### config.mk
export PLATFORM = sky130hd
export DESIGN_NAME = gpo_pad_seq_flat
export DESIGN_NICKNAME = d
export VERILOG_FILES = /design/src/rtl/gpo_pad_seq_pkg.sv /design/src/rtl/gpo_pad_seq_if.sv /design/src/rtl/gpo_sync2.sv /design/src/rtl/gpo_pad_seq.sv /design/src/flat_wrapper.sv
export SDC_FILE = /design/constraint.sdc
export NUM_CORES = 1
export LEC_CHECK = 0
export BUFFER_PORTS_ARGS = -buffer_cell sky130_fd_sc_hd__buf_4
export CORE_MARGIN = 10
export CORE_UTILIZATION = 50
export CTS_CLUSTER_SIZE = 30
export DETAILED_ROUTE_END_ITERATION = 7
export HOLD_SLACK_MARGIN = 0.05
export PLACE_DENSITY_LB_ADDON = 0.15
export SYNTH_ARGS = -nofsm -noshare
export SYNTH_HDL_FRONTEND = slang
export SYNTH_HIERARCHICAL = 1
export SYNTH_SLANG_ARGS = --single-unit
### constraint.sdc
create_clock -name clk -period 2.6 [get_ports clk]
set_input_delay 0.13 -clock clk [delete_from_list [all_inputs] [get_ports clk]]
set_output_delay 0.13 -clock clk [all_outputs]
set_load 0.01 [all_outputs]
### src/rtl/gpo_pad_seq_pkg.sv
// gpo_pad_seq_pkg: shared types and constants for the pad reconfiguration sequencer
package gpo_pad_seq_pkg;
    localparam int CNT_W = 16;
    typedef logic [CNT_W-1:0] cnt_t;
    typedef enum logic [2:0] {ST_RUN, ST_BREAK, ST_APPLY, ST_BIAS_WAIT, ST_SETTLE} state_t;
    typedef enum logic [1:0] {MODE_PP = 2'b00, MODE_ODL = 2'b01, MODE_ODH = 2'b10, MODE_DIS = 2'b11} mode_t;
    typedef enum logic [1:0] {DS_OFF = 2'b00, DS_LO = 2'b01, DS_MID = 2'b10, DS_HI = 2'b11} ds_t;
endpackage

### src/rtl/gpo_pad_seq_if.sv
// gpo_pad_seq_if: configuration request and pad control bundle
interface gpo_pad_seq_if;
    logic       cfg_valid_i, cfg_ready_o, cfg_sr_i;
    logic [1:0] cfg_ds_i, cfg_mode_i;
    logic       data_i, oe_i, vbias_ok_i, fault_clr_i;
    logic       pad_do_o, pad_oe_o, pad_odp_o, pad_odn_o, pad_sr_o, pad_co_o;
    logic [1:0] pad_ds_o;
    logic       busy_o, fault_o;
    modport master (
        output cfg_valid_i, cfg_ds_i, cfg_sr_i, cfg_mode_i, data_i, oe_i, vbias_ok_i, fault_clr_i,
        input  cfg_ready_o, pad_do_o, pad_oe_o, pad_odp_o, pad_odn_o, pad_sr_o, pad_co_o, pad_ds_o,
               busy_o, fault_o
    );
    modport slave (
        input  cfg_valid_i, cfg_ds_i, cfg_sr_i, cfg_mode_i, data_i, oe_i, vbias_ok_i, fault_clr_i,
        output cfg_ready_o, pad_do_o, pad_oe_o, pad_odp_o, pad_odn_o, pad_sr_o, pad_co_o, pad_ds_o,
               busy_o, fault_o
    );
endinterface

### src/rtl/gpo_sync2.sv
// gpo_sync2: two-flop synchronizer for an asynchronous level, cleared by reset
module gpo_sync2 (
    input  logic clk,
    input  logic rst,
    input  logic d,
    output logic q
);
    logic meta;
    always_ff @(posedge clk) begin
        if (rst) {q, meta} <= 2'b00;
        else     {q, meta} <= {meta, d};
    end
endmodule

### src/rtl/gpo_pad_seq.sv
// gpo_pad_seq: sequences pad reconfiguration through break, apply, bias wait and settle,
// keeping the pad tristated whenever the sequence is not in RUN.
module gpo_pad_seq
    import gpo_pad_seq_pkg::*;
#(
    parameter int BREAK_CYC  = 4,
    parameter int SETTLE_CYC = 8,
    parameter int VBIAS_TMO  = 1024
) (
    input logic clk,
    input logic rst,
    gpo_pad_seq_if.slave bus
);
    state_t     state, state_n;
    cnt_t       cnt, cnt_n;
    logic       vb_s, bias_lost, ready, accept, ds_kill, fault_set, pad_oe;
    logic [1:0] pend_ds, ds;
    logic       pend_sr, sr, oe_q, do_q, odp, odn, fault;
    mode_t      pend_mode, mode;

    gpo_sync2 u_sync (.clk(clk), .rst(rst), .d(bus.vbias_ok_i), .q(vb_s));

    assign bias_lost = state == ST_RUN && ds != DS_OFF && !vb_s;
    assign ready     = state == ST_RUN && !bias_lost;
    assign accept    = bus.cfg_valid_i && ready;
    assign fault_set = bias_lost || ds_kill;

    always_comb begin
        state_n = state;
        ds_kill = 1'b0;
        case (state)
            ST_RUN:       state_n = bias_lost ? ST_BIAS_WAIT : accept ? ST_BREAK : ST_RUN;
            ST_BREAK:     state_n = cnt <= cnt_t'(1) ? ST_APPLY : ST_BREAK;
            ST_APPLY:     state_n = pend_ds != DS_OFF ? ST_BIAS_WAIT : ST_SETTLE;
            ST_BIAS_WAIT: begin
                ds_kill = !vb_s && cnt <= cnt_t'(1);
                state_n = (vb_s || ds_kill) ? ST_SETTLE : ST_BIAS_WAIT;
            end
            ST_SETTLE:    state_n = cnt <= cnt_t'(1) ? ST_RUN : ST_SETTLE;
            default:      state_n = ST_SETTLE;
        endcase
        // one shared counter: reload on every state change, otherwise count down and stop at zero
        cnt_n = state_n == state ? (cnt != '0 ? cnt - cnt_t'(1) : '0)
              : state_n == ST_BREAK     ? cnt_t'(BREAK_CYC)
              : state_n == ST_BIAS_WAIT ? cnt_t'(VBIAS_TMO)
              : state_n == ST_SETTLE    ? cnt_t'(SETTLE_CYC) : '0;
    end

    always_ff @(posedge clk) begin
        if (rst) begin
            state     <= ST_SETTLE;
            cnt       <= cnt_t'(SETTLE_CYC);
            pend_ds   <= DS_OFF;
            pend_sr   <= 1'b0;
            pend_mode <= MODE_DIS;
            ds        <= DS_OFF;
            sr        <= 1'b0;
            mode      <= MODE_DIS;
            odp       <= 1'b0;
            odn       <= 1'b0;
            oe_q      <= 1'b0;
            do_q      <= 1'b0;
            fault     <= 1'b0;
        end else begin
            state <= state_n;
            cnt   <= cnt_n;
            if (accept) begin
                pend_ds   <= bus.cfg_ds_i;
                pend_sr   <= bus.cfg_sr_i;
                pend_mode <= mode_t'(bus.cfg_mode_i);
            end
            if (state == ST_APPLY) begin
                ds   <= pend_ds;
                sr   <= pend_sr;
                mode <= pend_mode;
                odp  <= pend_mode == MODE_ODL;
                odn  <= pend_mode == MODE_ODH;
            end
            if (ds_kill) ds <= DS_OFF;
            oe_q  <= bus.oe_i;
            do_q  <= bus.data_i;
            fault <= fault_set || (fault && !bus.fault_clr_i);
        end
    end

    assign pad_oe          = state == ST_RUN && oe_q && mode != MODE_DIS;
    assign bus.cfg_ready_o = ready;
    assign bus.pad_oe_o    = pad_oe;
    assign bus.pad_co_o    = pad_oe;
    assign bus.pad_do_o    = do_q;
    assign bus.pad_ds_o    = ds;
    assign bus.pad_sr_o    = sr;
    assign bus.pad_odp_o   = odp;
    assign bus.pad_odn_o   = odn;
    assign bus.busy_o      = state != ST_RUN;
    assign bus.fault_o     = fault;
endmodule

### src/flat_wrapper.sv
// flat-port wrapper written by rule: the top's interface ports become plain ports
module gpo_pad_seq_flat import gpo_pad_seq_pkg::*;
#(
    parameter int BREAK_CYC  = 4,
    parameter int SETTLE_CYC = 8,
    parameter int VBIAS_TMO  = 1024
)
  (clk, rst, bus_cfg_valid_i, bus_cfg_ds_i, bus_cfg_sr_i, bus_cfg_mode_i, bus_data_i, bus_oe_i, bus_vbias_ok_i, bus_fault_clr_i, bus_cfg_ready_o, bus_pad_do_o, bus_pad_oe_o, bus_pad_odp_o, bus_pad_odn_o, bus_pad_sr_o, bus_pad_co_o, bus_pad_ds_o, bus_busy_o, bus_fault_o);
  gpo_pad_seq_if bus_i ();
  input logic clk;
  input logic rst;
  input wire logic [$bits(bus_i.cfg_valid_i)-1:0] bus_cfg_valid_i;
  input wire logic [$bits(bus_i.cfg_ds_i)-1:0] bus_cfg_ds_i;
  input wire logic [$bits(bus_i.cfg_sr_i)-1:0] bus_cfg_sr_i;
  input wire logic [$bits(bus_i.cfg_mode_i)-1:0] bus_cfg_mode_i;
  input wire logic [$bits(bus_i.data_i)-1:0] bus_data_i;
  input wire logic [$bits(bus_i.oe_i)-1:0] bus_oe_i;
  input wire logic [$bits(bus_i.vbias_ok_i)-1:0] bus_vbias_ok_i;
  input wire logic [$bits(bus_i.fault_clr_i)-1:0] bus_fault_clr_i;
  output wire logic [$bits(bus_i.cfg_ready_o)-1:0] bus_cfg_ready_o;
  output wire logic [$bits(bus_i.pad_do_o)-1:0] bus_pad_do_o;
  output wire logic [$bits(bus_i.pad_oe_o)-1:0] bus_pad_oe_o;
  output wire logic [$bits(bus_i.pad_odp_o)-1:0] bus_pad_odp_o;
  output wire logic [$bits(bus_i.pad_odn_o)-1:0] bus_pad_odn_o;
  output wire logic [$bits(bus_i.pad_sr_o)-1:0] bus_pad_sr_o;
  output wire logic [$bits(bus_i.pad_co_o)-1:0] bus_pad_co_o;
  output wire logic [$bits(bus_i.pad_ds_o)-1:0] bus_pad_ds_o;
  output wire logic [$bits(bus_i.busy_o)-1:0] bus_busy_o;
  output wire logic [$bits(bus_i.fault_o)-1:0] bus_fault_o;
  assign bus_i.cfg_valid_i = bus_cfg_valid_i;
  assign bus_i.cfg_ds_i = bus_cfg_ds_i;
  assign bus_i.cfg_sr_i = bus_cfg_sr_i;
  assign bus_i.cfg_mode_i = bus_cfg_mode_i;
  assign bus_i.data_i = bus_data_i;
  assign bus_i.oe_i = bus_oe_i;
  assign bus_i.vbias_ok_i = bus_vbias_ok_i;
  assign bus_i.fault_clr_i = bus_fault_clr_i;
  assign bus_cfg_ready_o = bus_i.cfg_ready_o;
  assign bus_pad_do_o = bus_i.pad_do_o;
  assign bus_pad_oe_o = bus_i.pad_oe_o;
  assign bus_pad_odp_o = bus_i.pad_odp_o;
  assign bus_pad_odn_o = bus_i.pad_odn_o;
  assign bus_pad_sr_o = bus_i.pad_sr_o;
  assign bus_pad_co_o = bus_i.pad_co_o;
  assign bus_pad_ds_o = bus_i.pad_ds_o;
  assign bus_busy_o = bus_i.busy_o;
  assign bus_fault_o = bus_i.fault_o;
  gpo_pad_seq #(.BREAK_CYC(BREAK_CYC), .SETTLE_CYC(SETTLE_CYC), .VBIAS_TMO(VBIAS_TMO)) u_core (.clk(clk), .rst(rst), .bus(bus_i));
endmodule
Word level (Yosys, flattened, before mapping)
Cells that the tools add are included.
W data, S select, Z words.
{"block": "word_totals", "regBits": 36, "input_bits": 12, "out_inout_bits": 11, "wordCells": 61}
{"block": "op_classes", "addsub": 1, "order_cmp": 1, "eq_ne": 11, "muxes": 13, "n_reduce_logical": 20}
{"operator": "$mux W16", "count": 4}
{"operator": "$le A16 B1 Y1 const B", "count": 1}
{"operator": "$reduce_bool A16 Y1", "count": 1}
{"operator": "$sub A16 B1 Y16 const B", "count": 1}
{"operator": "$pmux W3 S5", "count": 1}
{"operator": "$mux W3", "count": 4}
{"operator": "$eq A3 B2 Y1 const B", "count": 3}
{"operator": "$logic_and A1 B1 Y1", "count": 8}
{"operator": "$eq A3 B1 Y1 const B", "count": 2}
{"operator": "$eq A3 B3 Y1 const B", "count": 2}
{"operator": "$mux W4", "count": 1}
{"operator": "$reduce_bool A2 Y1", "count": 2}
{"operator": "$eq A3 B3 Y1", "count": 1}
{"operator": "$logic_not A1 Y1", "count": 3}
{"operator": "$logic_not A3 Y1", "count": 1}
{"operator": "$logic_or A1 B1 Y1", "count": 3}
{"operator": "$reduce_bool A3 Y1", "count": 1}
{"operator": "$eq A2 B1 Y1 const B", "count": 1}
{"operator": "$eq A2 B2 Y1 const B", "count": 1}
{"operator": "$mux W1", "count": 2}
{"operator": "$mux W2", "count": 1}
{"operator": "$ne A2 B2 Y1 const B", "count": 1}
{"operator": "$reduce_or A2 Y1", "count": 1}

Depth between registers and ports, before layout
Gate-level depths: netlist of the first run.
{"block": "logic_depth", "word_depth": 14, "mapped_depth": 8, "mapped_depth_nobuf": 8}

Hierarchy
Netlist of the first run, hierarchy kept.
{"module": "gpo_pad_seq", "instances": 1, "cells_each": 191, "area_per_inst_um2": 1685.4, "seq_area_each_um2": 680.7}
{"module": "gpo_sync2", "instances": 1, "cells_each": 4, "area_per_inst_um2": 52.6, "seq_area_each_um2": 40.0}

Worst setup path after synthesis of the first run
No wires, ideal clock.
{"block": "synth_timing", "path_kind": "flip-flop to flip-flop", "from": "register u_core.cnt[0]", "to": "register u_core.cnt[3]", "arrival_time_ns": 1.861, "required_ns": 2.479, "slack_ns": 0.618, "stages_incl_launch_ff": 9, "synth_period_minus_slack_ns": 1.982, "cell_sequence": "dfxtp_1 -> inv_1 -> ha_1 -> nor3b_1 -> nand2_1 -> nor2_2 -> a22oi_1 -> or2_1 -> mux2_4"}
{"block": "synth_between", "elab_chain_cells": 10}
{"item": "from (decl)", "line_no": "gpo_pad_seq.sv:15", "rtl": "cnt_t cnt, cnt_n;"}
{"item": "from (signal assigned)", "line_no": "gpo_pad_seq.sv:52", "rtl": "cnt <= cnt_t'(SETTLE_CYC);"}
{"item": "from (signal assigned)", "line_no": "gpo_pad_seq.sv:66", "rtl": "cnt <= cnt_n;"}
{"item": "$le A16 B1 Y1", "line_no": "gpo_pad_seq.sv:33, gpo_pad_seq.sv:36, gpo_pad_seq.sv:39"}
{"item": "$logic_and A1 B1 Y1", "line_no": "gpo_pad_seq.sv:36", "rtl": "ds_kill = !vb_s && cnt <= cnt_t'(1);"}
{"item": "$logic_or A1 B1 Y1", "line_no": "gpo_pad_seq.sv:37", "rtl": "state_n = (vb_s || ds_kill) ? ST_SETTLE : ST_BIAS_WAIT;"}
{"item": "$mux W3", "line_no": "gpo_pad_seq.sv:37"}
{"item": "$pmux W3 S5", "line_no": "gpo_pad_seq.sv:31", "rtl": "case (state)"}
{"item": "$eq A3 B3 Y1", "line_no": "gpo_pad_seq.sv:46", "rtl": ": state_n == ST_SETTLE ? cnt_t'(SETTLE_CYC) : '0;"}
{"item": "$mux W4", "line_no": "gpo_pad_seq.sv:46"}
{"item": "$mux W16", "line_no": "gpo_pad_seq.sv:45", "rtl": ": state_n == ST_BIAS_WAIT ? cnt_t'(VBIAS_TMO)"}
{"item": "$mux W16", "line_no": "gpo_pad_seq.sv:44", "rtl": ": state_n == ST_BREAK ? cnt_t'(BREAK_CYC)"}
{"item": "$mux W16 (*)", "line_no": "gpo_pad_seq.sv:43", "rtl": "cnt_n = state_n == state ? (cnt != '0 ? cnt - cnt_t'(1) : '0)"}
Every way passes the cells marked *; elsewhere a longest branch is shown, timed or not.
A chain may end at the register's enable or synchronous reset.

Final worst setup path of the first run
Same ends and word-level chain as after synthesis.

==> results.tsv, run 1 <==
stage	metric	value	unit
outcome	status	finished clean	
global_routing	track_usage	0.131	
floorplanning	start_util	0.521	
pwr	leakage	0.853	nW
clock_network	cts_tree	done	
floorplanning	coreArea	3340	µm²
timing	setup_tns	0	ns
finish	nNetsFinal	242	
pwr	ir_drop	0.569	mV
timing	drv_slew	0	
critical_path	cp_max_fo	5	
yosys	syn_nets	209	
detailed_routing	vias	1473	
detailed_routing	drt_iter0_drc	122	
detailed_routing	wl_per_cell	14.3	µm
finish	antenna_cells	0	
timing	fin_crit	2.24	ns
critical_path	path_class	reg2reg	
global_routing	grt_max_degree	24	
yosys	synth_top_area_cell	dfxtp_1	
critical_path	crit_path_end_kind	flip-flop	
yosys	avgSynthCellArea	8.91	µm²
timing	finalSetupViolCount	0	
floorplanning	die_area	6230	µm²
floorplanning	die-height	79.0	µm
pwr	finalPower	0.00221	W
timing	tightest_slew	0.483	ns
timing	whs	0.0945	ns
pwr	p_per_area	1060	nW/µm²
timing	max_freq	445	MHz
clock_network	root_buffer	clkbuf_4	
detailed_routing	drc	0	
timing	rsz0062_at_grt	false	
placed_design	globalplace.congestion	0.908	
clock_network	postCtsSetupBuffers	0	
yosys	ys_top_cells_by_area	dfxtp_1, nor2_1, nand2_1	
clock_network	clock_path_buffers	2	
placed_design	portBuffers	22	
placed_design	dpl.hpwl	2860	µm
finish	fill_cells	291	
detailed_routing	antenna_left	0	
yosys	synth_area	1740	µm²
clock_network	htree_levels	2	
critical_path	crit_required	2.84	ns
finish	final_layout_size_suffix_gt1_frac	0.214	
yosys	netlist_instances	195	
critical_path	critPathMaxStageDelay	0.43	ns
yosys	synthTopCellsByCount	dfxtp_1, nor2_1, nand2_1	
critical_path	crit_family	compound AO/OA/AOI/OAI gates	
global_routing	antenna_found_initial	0	
placed_design	place_inst	258	
detailed_routing	firstDrtPassIters	4	
detailed_routing	via_per_inst	5.36	
finish	area_growth	20.3	%
detailed_routing	wirelength	3940	µm
min_path	holdCritPathClass	in2reg	
yosys	synth-warning-count	6	
yosys	yosysTopAreaCellShare	0.415	
critical_path	worst-path-buf-inv	1	
yosys	synth_cell_types	48	
clock_network	cts.sinks	36	
yosys	yosysMostFrequentCell	dfxtp_1	
yosys	synthArstFlopShare	0	
critical_path	arrival	2.48	ns
yosys	synth_ff_type	dfxtp_1	
global_routing	grt_pass1_wl	6560	µm
floorplanning	io_pins	23	
clock_network	clk_pin_slew_worst_paths	0.11	ns
timing	max-slew-margin-rel	0.673	
clock_network	cts_made_buffers	5	
yosys	ys_seq_elements	36	
yosys	synth_edf_count	0	
timing	fin_skew	0.00474	ns
yosys	synth_seq_area_share	0.415	
global_routing	gr-total-overflow	0	
clock_network	clk_latency	0.34	ns
critical_path	startpoint_type	flip-flop	
timing	hold_viol_final	0	
critical_path	crit_chain	inv_1, ha_1, o21ai_2, nor2_4, o311ai_1, nand2_1, mux2_4	
timing	period_share	0.863	
global_routing	grt_pass1_vias	1443	
critical_path	crit_slowest_cell	o311ai_1	
finish	stdcell_count	275	
floorplanning	num_rows	21	
run	drv_cap	0	
floorplanning	fp.dieW	79.0	µm
-- layout make-up --
type                       instances  area (µm²)  area share
clock buffer                       6        51.3      0.0245
clock inverter                     2        10.0     0.00479
sequential                        36         721       0.345
inverter                           4        15.0     0.00718
tap                               46        57.6      0.0275
timing repair buffer              34         278       0.133
multi-input combinational        147         958       0.458
-- tightest hold or removal path, cell delays in order --
cell and delay, ns:
buf_4 0.12, nand3_1 0.08, nand3b_1 0.07
-- where the power goes --
part | switching (W) | internal, W | leakage [nW]
sequential | 0.000195 | 0.000683 | 0.293
clock | 0.000187 | 0.000129 | 0.0380
combinational | 0.000547 | 0.000467 | 0.521
total | 0.000930 | 0.00128 | 0.853
-- routing by layer --
metal | share of wire | vias up | global-route usage
met5 | 0 | - | 0
met4 | 0.0053 | 0 | 0.0448
met2 | 0.47 | 50 | 0.209
li1 | - | 742 | -
met3 | 0.059 | 2 | 0.0541
met1 | 0.47 | 679 | 0.156
-- logic make-up (layout without fill, tap and decap cells) --
family / count (synthesis) / count (layout) / share of synthesized area
compound gates: 36 / 36 / 0.138
xor+xnor: 12 / 12 / 0.0605
fa+ha+maj: 2 / 2 / 0.0144
mux: 5 / 5 / 0.0317
buf+inv: 12 / 46 / 0.0367
flops: 36 / 36 / 0.415
simple gates: 92 / 92 / 0.305
-- worst paths after layout --
path / startpoint / to / slack, ns / cells past startpoint
worst max register to register: u_core/cnt[0]$_SDFF_PP0_ / u_core/cnt[3]$_SDFF_PP1_ / 0.36 / 7
worst min-delay path: bus_cfg_valid_i / u_core/pend_mode[0]$_SDFFE_PP1P_ / 0.09 / 3
worst max-delay path: u_core/cnt[0]$_SDFF_PP0_ / u_core/cnt[3]$_SDFF_PP1_ / 0.36 / 7
worst min register to register: u_core/u_sync/meta$_SDFF_PP0_ / u_core/u_sync/q$_SDFF_PP0_ / 0.46 / 1
-- flip-flops by register name (all words and copies together), names as in the netlist --
register              flops
u_core/bus.fault_o        1
u_core/bus.pad_do_o       1
u_core/bus.pad_ds_o       2
u_core/bus.pad_odn_o      1
u_core/bus.pad_odp_o      1
u_core/bus.pad_sr_o       1
u_core/cnt               16
u_core/mode               2
u_core/oe_q               1
u_core/pend_ds            2
u_core/pend_mode          2
u_core/pend_sr            1
u_core/state              3
u_core/u_sync/meta        1
u_core/u_sync/q           1
-- cell usage in the layout (no fill, tap or decap), types with 2 or more instances in the layout --
cell type	instances
a211o_1	3
a21oi_1	11
a31oi_1	3
buf_4	25
clkbuf_4	5
clkinv_2	2
dfxtp_1	36
dlygate4sd3_1	9
ha_1	2
inv_1	4
mux2i_1	4
nand2_1	20
nand2b_1	3
nand3_1	9
nand3_2	2
nand3b_1	4
nor2_1	28
nor2b_1	6
nor3_1	5
nor4_4	3
o21ai_0	6
o21ba_2	2
xnor2_1	7
xor2_1	5
-- through the flow --
stage                     worst slack [ns]  utilization  cell area [µm²]
after global placement               0.515        0.580             1930
after CTS                            0.276        0.622             2080
final                                0.355        0.627             2090
after detailed placement             0.316        0.580             1930
after floorplan                      0.618            -             1740
after global routing                 0.137        0.627             2090
-- what timing repair did --
action	in CTS	in global routing
hold endpoints to repair	8	1
endpoints found under the setup margin	0	1
gates resized for setup	0	1
hold buffers	8	1
No activity file was read; power rests on OpenSTA's default activity.
==> run 2, diff against run 1 <==
CORE_UTILIZATION = 56   (was 50)
==> results.tsv, run 2 (synthesis gave the netlist of run 1 again) <==
stage	metric	value	unit
outcome	status	finished clean	
clock_network	htree_levels	2	
floorplanning	start_util	0.579	
detailed_routing	via_per_inst	5.56	
global_routing	grt_busiest_layer	met2	
clock_network	cts_made_buffers	5	
critical_path	arrival	2.52	ns
timing	finalWorstSetupSlack	0.342	ns
pwr	p_per_area	1150	nW/µm²
pwr	ir_drop	0.670	mV
placed_design	place_inst	245	
detailed_routing	drt_iter0_drc	96	
global_routing	use_met3	0.0443	
pwr	leakage	0.872	nW
global_routing	track_usage	0.146	
floorplanning	io_pins	23	
detailed_routing	firstDrtPassIters	4	
detailed_routing	vias	1450	
finish	final_common_cell	dfxtp_1	
timing	drv_slew	0	
floorplanning	die-height	75.7	µm
finish	nNetsFinal	241	
finish	stdcell_count	261	
placed_design	portBuffers	22	
global_routing	gr-total-overflow	0	
global_routing	grt_max_degree	24	
timing	fin_skew	0.0128	ns
timing	max-slew-margin-rel	0.668	
clock_network	cts.sinks	36	
floorplanning	num_rows	20	
critical_path	r2r-end	u_core/cnt[7]$_SDFF_PP0_	
finish	antenna_cells	0	
pwr	finalPower	0.00244	W
critical_path	startpoint_type	flip-flop	
finish	top_regs	u_core/cnt x16, u_core/state x3	
critical_path	timing.critical_path.from	u_core/cnt[0]$_SDFF_PP0_	
detailed_routing	drc	0	
timing	hold_viol_final	0	
timing	period_share	0.868	
timing	rsz0062_at_grt	false	
clock_network	clock_path_buffers	2	
global_routing	antenna_found_initial	0	
timing	tightest_slew	0.497	ns
finish	final_layout_size_suffix_gt1_frac	0.211	
critical_path	r2r-start	u_core/cnt[0]$_SDFF_PP0_	
floorplanning	coreArea	3000	µm²
placed_design	pre_cts_ws	0.409	ns
run	drv_cap	0	
placed_design	dpl.hpwl	2730	µm
detailed_routing	wirelength	3750	µm
clock_network	clk_pin_slew_worst_paths	0.11	ns
global_routing	grt_pass1_wl	6470	µm
detailed_routing	antenna_left	0	
detailed_routing	wl_per_cell	14.4	µm
finish	area_growth	22.3	%
global_routing	grt_util_met1	0.158	
timing	finalSetupViolCount	0	
timing	setup_tns	0	ns
critical_path	crit_path_end_kind	flip-flop	
placed_design	globalplace.congestion	0.943	
finish	final_cell_mix	dfxtp_1, nor2_1, buf_4	
clock_network	root_buffer	clkbuf_4	
global_routing	use_met2	0.258	
critical_path	cp_max_fo	13	
critical_path	path_class	reg2reg	
finish	final_util	0.708	
critical_path	r2r_setup_slack	0.34	ns
min_path	holdCritPathClass	in2reg	
clock_network	cts_tree	done	
finish	largest_register_ffs	16	
critical_path	endpoint	u_core/cnt[7]$_SDFF_PP0_	
timing	fin_crit	2.26	ns
global_routing	grt_pass1_vias	1486	
timing	max_freq	443	MHz
finish	top_register	u_core/cnt	
critical_path	crit_required	2.86	ns
critical_path	reg2regPathDepth	7	
floorplanning	fp.dieW	75.7	µm
clock_network	clk_latency	0.33	ns
floorplanning	die_area	5730	µm²
run 2: changes by cell type in the layout (fill, tap and decap cells not counted):
cell,previous run,this run
nand3_1,9,10
clkbuf_8,1,0
bufinv_16,0,3
clkinv_2,2,0
nand3_2,2,1
dlygate4sd3_1,9,8
run 2: report_power, final:
part / total [W] / switching, W / leakage [nW] / internal (W)
Sequential: 0.000872 / 0.000189 / 0.293 / 0.000683
Clock: 0.000578 / 0.000181 / 0.0654 / 0.000396
Combinational: 0.000994 / 0.000532 / 0.514 / 0.000463
run 2: critical path, cell delays in order, from the launching register on:
cell	delay [ns]
dfxtp_1	0.40
inv_1	0.09
ha_1	0.25
o21ai_2	0.27
nor2_4	0.07
o311ai_1	0.39
nand3_1	0.47
a21oi_1	0.25
run 2: how the worst min path moves through the flow:
stage	from	slack (ns)	depth (start not counted)	to
global placement	bus_oe_i	0.34	2	u_core/oe_q$_SDFF_PP0_
floorplan	rst	0.20	1	u_core/u_sync/meta$_SDFF_PP0_
CTS	bus_fault_clr_i	0.08	3	u_core/bus.fault_o$_SDFF_PP0_
detailed placement	bus_vbias_ok_i	0.35	2	u_core/u_sync/meta$_SDFF_PP0_
global route	bus_cfg_valid_i	0.1	3	u_core/pend_ds[0]$_SDFFE_PP0P_
finish	bus_fault_clr_i	0.09	3	u_core/bus.fault_o$_SDFF_PP0_
run 2: per-layer routing:
metal / vias to the layer above / part of all wire
li1: 739 / -
met1: 672 / 0.43
met2: 35 / 0.51
met3: 4 / 0.055
met4: 0 / 0.0072
met5: - / 0
run 2: through the flow:
step                cell area [µm²]  hold WS [ns]
floorplan                      1740         0.202
global placement               1920         0.343
detailed placement             1920         0.352
CTS                            2130        0.0787
global route                   2130        0.0968
finish                         2130        0.0879
run 2: layout make-up:
cell class	instances	area [µm²]
Clock buffer	5	37.5
Clock inverter	3	90.1
Fill cell	233	877
Inverter	4	15.0
Multi-Input combinational cell	147	953
Sequential cell	36	721
Tap cell	33	41.3
Timing Repair Buffer	33	268
run 2: what timing repair did:
action / in CTS / in global routing
hold buffers: 8 / 0
resized for setup: 0 / 0
hold endpoints to repair: 8 / 0
buffers inserted: 0 / 0
==> run 3, diff against run 2 <==
==> constraint.sdc (replaced) <==
create_clock -name clk -period 2.6 [get_ports clk]
set_input_delay 0.52 -clock clk [delete_from_list [all_inputs] [get_ports clk]]
set_output_delay 0.52 -clock clk [all_outputs]
set_load 0.01 [all_outputs]
==> results.tsv, run 3 (synthesis gave the netlist of run 1 again) <==
stage	metric	value	unit
critical_path	crit_path_end_kind	flip-flop	
timing	finalSetupViolCount	0	
critical_path	startpoint_type	flip-flop	
floorplanning	io_pins	23	
floorplanning	fp.dieW	75.7	µm
placed_design	portBuffers	22	
clock_network	clk_pin_slew_worst_paths	0.12	ns
timing	tightest_slew	0.485	ns
finish	nNetsFinal	233	
detailed_routing	drc	0	
placed_design	dpl.hpwl	2730	µm
critical_path	r2r_setup_slack	0.35	ns
timing	period_share	0.864	
critical_path	crit_chain	inv_1, ha_1, o21ai_2, nor2_4, o311ai_1, nand3_1, a21oi_1	
clock_network	cts.sinks	36	
pwr	internal-power	0.00153	W
clock_network	clock_path_buffers	2	
finish	top_register	u_core/cnt	
pwr	ir_drop	0.663	mV
pwr	power_frac_seq	0.358	
placed_design	pre_cts_ws	0.409	ns
timing	whs	0.391	ns
finish	final_cell_mix	dfxtp_1, nor2_1, buf_4	
finish	final_layout_size_suffix_gt1_frac	0.218	
timing	max-slew-margin-rel	0.676	
global_routing	gr-total-overflow	0	
critical_path	critPathMaxStageDelay	0.46	ns
clock_network	clk_latency	0.33	ns
timing	drv_slew	0	
global_routing	grt_pass1_vias	1431	
critical_path	cp_max_fo	13	
critical_path	worst-path-buf-inv	1	
floorplanning	die-height	75.7	µm
floorplanning	start_util	0.579	
critical_path	crit_family	compound AO/OA/AOI/OAI gates	
pwr	power.share.switching	0.369	
timing	max_freq	445	MHz
timing	finalWorstSetupSlack	0.354	ns
floorplanning	coreArea	3000	µm²
finish	antenna_cells	0	
global_routing	grt_pass1_wl	6170	µm
clock_network	htree_levels	2	
critical_path	crit_slowest_cell	nand3_1	
clock_network	postCtsSetupBuffers	0	
floorplanning	num_rows	20	
critical_path	crit_required	2.86	ns
timing	fin_crit	2.25	ns
critical_path	path_class	reg2reg	
global_routing	antenna_found_initial	0	
floorplanning	die_area	5730	µm²
critical_path	arrival	2.51	ns
detailed_routing	antenna_left	0	
pwr	clockPowerShare	0.237	
timing	rsz0062_at_grt	false	
min_path	holdCritPathClass	in2reg	
outcome	status	finished clean	
clock_network	post_cts_resized	0	
detailed_routing	wl_per_cell	14.3	µm
finish	top_regs	u_core/cnt x16, u_core/state x3	
clock_network	cts_tree	done	
global_routing	grt_max_degree	24	
finish	fin_area	2050	µm²
placed_design	globalplace.congestion	0.943	
detailed_routing	via_per_inst	5.63	
clock_network	cts_made_buffers	5	
finish	largest_register_ffs	16	
pwr	leakage	0.839	nW
timing	hold_viol_final	0	
clock_network	root_buffer	clkbuf_4	
finish	final_common_cell	dfxtp_1	
pwr	p_per_area	1190	nW/µm²
detailed_routing	vias	1424	
timing	fin_skew	0.0138	ns
placed_design	placed_cell_area	1920	µm²
pwr	p_sw	0.000899	W
pwr	combPwrFrac	0.404	
global_routing	track_usage	0.140	
finish	area_growth	17.7	%
clock_network	postCtsHoldBufs	0	
run	drv_cap	0	
detailed_routing	drt_iter0_drc	110	
timing	setup_tns	0	ns
detailed_routing	wirelength	3620	µm
detailed_routing	firstDrtPassIters	4	
run 3: cell count changes in the layout (fill, tap and decap cells not counted), sizes merged:
cell / change
dlygate4sd3: -8
run 3: layer usage:
layer / track usage / part of all wire / wire length (µm)
met5: 0 / 0 / 0
met4: 0.0598 / 0.0075 / 27
met3: 0.0482 / 0.062 / 226
met2: 0.245 / 0.50 / 1820
met1: 0.148 / 0.43 / 1550
run 3: power groups by stage:
stage	clock network, W	registers (W)	logic [W]
global placement	0	0.000872	0.000952
detailed placement	0	0.000882	0.000975
finish	0.000577	0.000872	0.000984
floorplan	0	0.000831	0.000812
CTS	0.000588	0.000870	0.000988
global route	0.000615	0.000893	0.00110
run 3: worst reg2reg max path, delay by kind of cell (launching register included):
family          cells  cell delay (ns)
compound gates      3             0.91
simple gates        2             0.54
flops               1             0.40
fa+ha+maj           1             0.25
buf+inv             1             0.09
run 3: final cells by class:
| cell class | instances | area, µm² |
|---|---|---|
| clock buffers | 5 | 37.5 |
| inverters | 4 | 15.0 |
| multi-input cells | 147 | 953 |
| well taps | 33 | 41.3 |
| fillers | 242 | 957 |
| clock inverters | 3 | 90.1 |
| flip-flops and latches | 36 | 721 |
| repair buffers | 25 | 188 |
run 3: worst paths after layout:
check             cells past startpoint                           from                              to
setup / recovery                      7       u_core/cnt[0]$_SDFF_PP0_        u_core/cnt[7]$_SDFF_PP0_
hold / removal                        2                     bus_data_i  u_core/bus.pad_do_o$_SDFF_PP0_
setup reg to reg                      7       u_core/cnt[0]$_SDFF_PP0_        u_core/cnt[7]$_SDFF_PP0_
hold reg to reg                       1  u_core/u_sync/meta$_SDFF_PP0_      u_core/u_sync/q$_SDFF_PP0_
run 3: per-stage QoR:
stage | total power, W | util | instances
4_1_cts | 0.00245 | 0.681 | 253
2_1_floorplan | 0.00164 | - | 195
3_3_place_gp | 0.00182 | 0.639 | 245
5_1_grt | 0.00261 | 0.681 | 253
3_5_place_dp | 0.00186 | 0.639 | 245
6_report | 0.00243 | 0.681 | 253
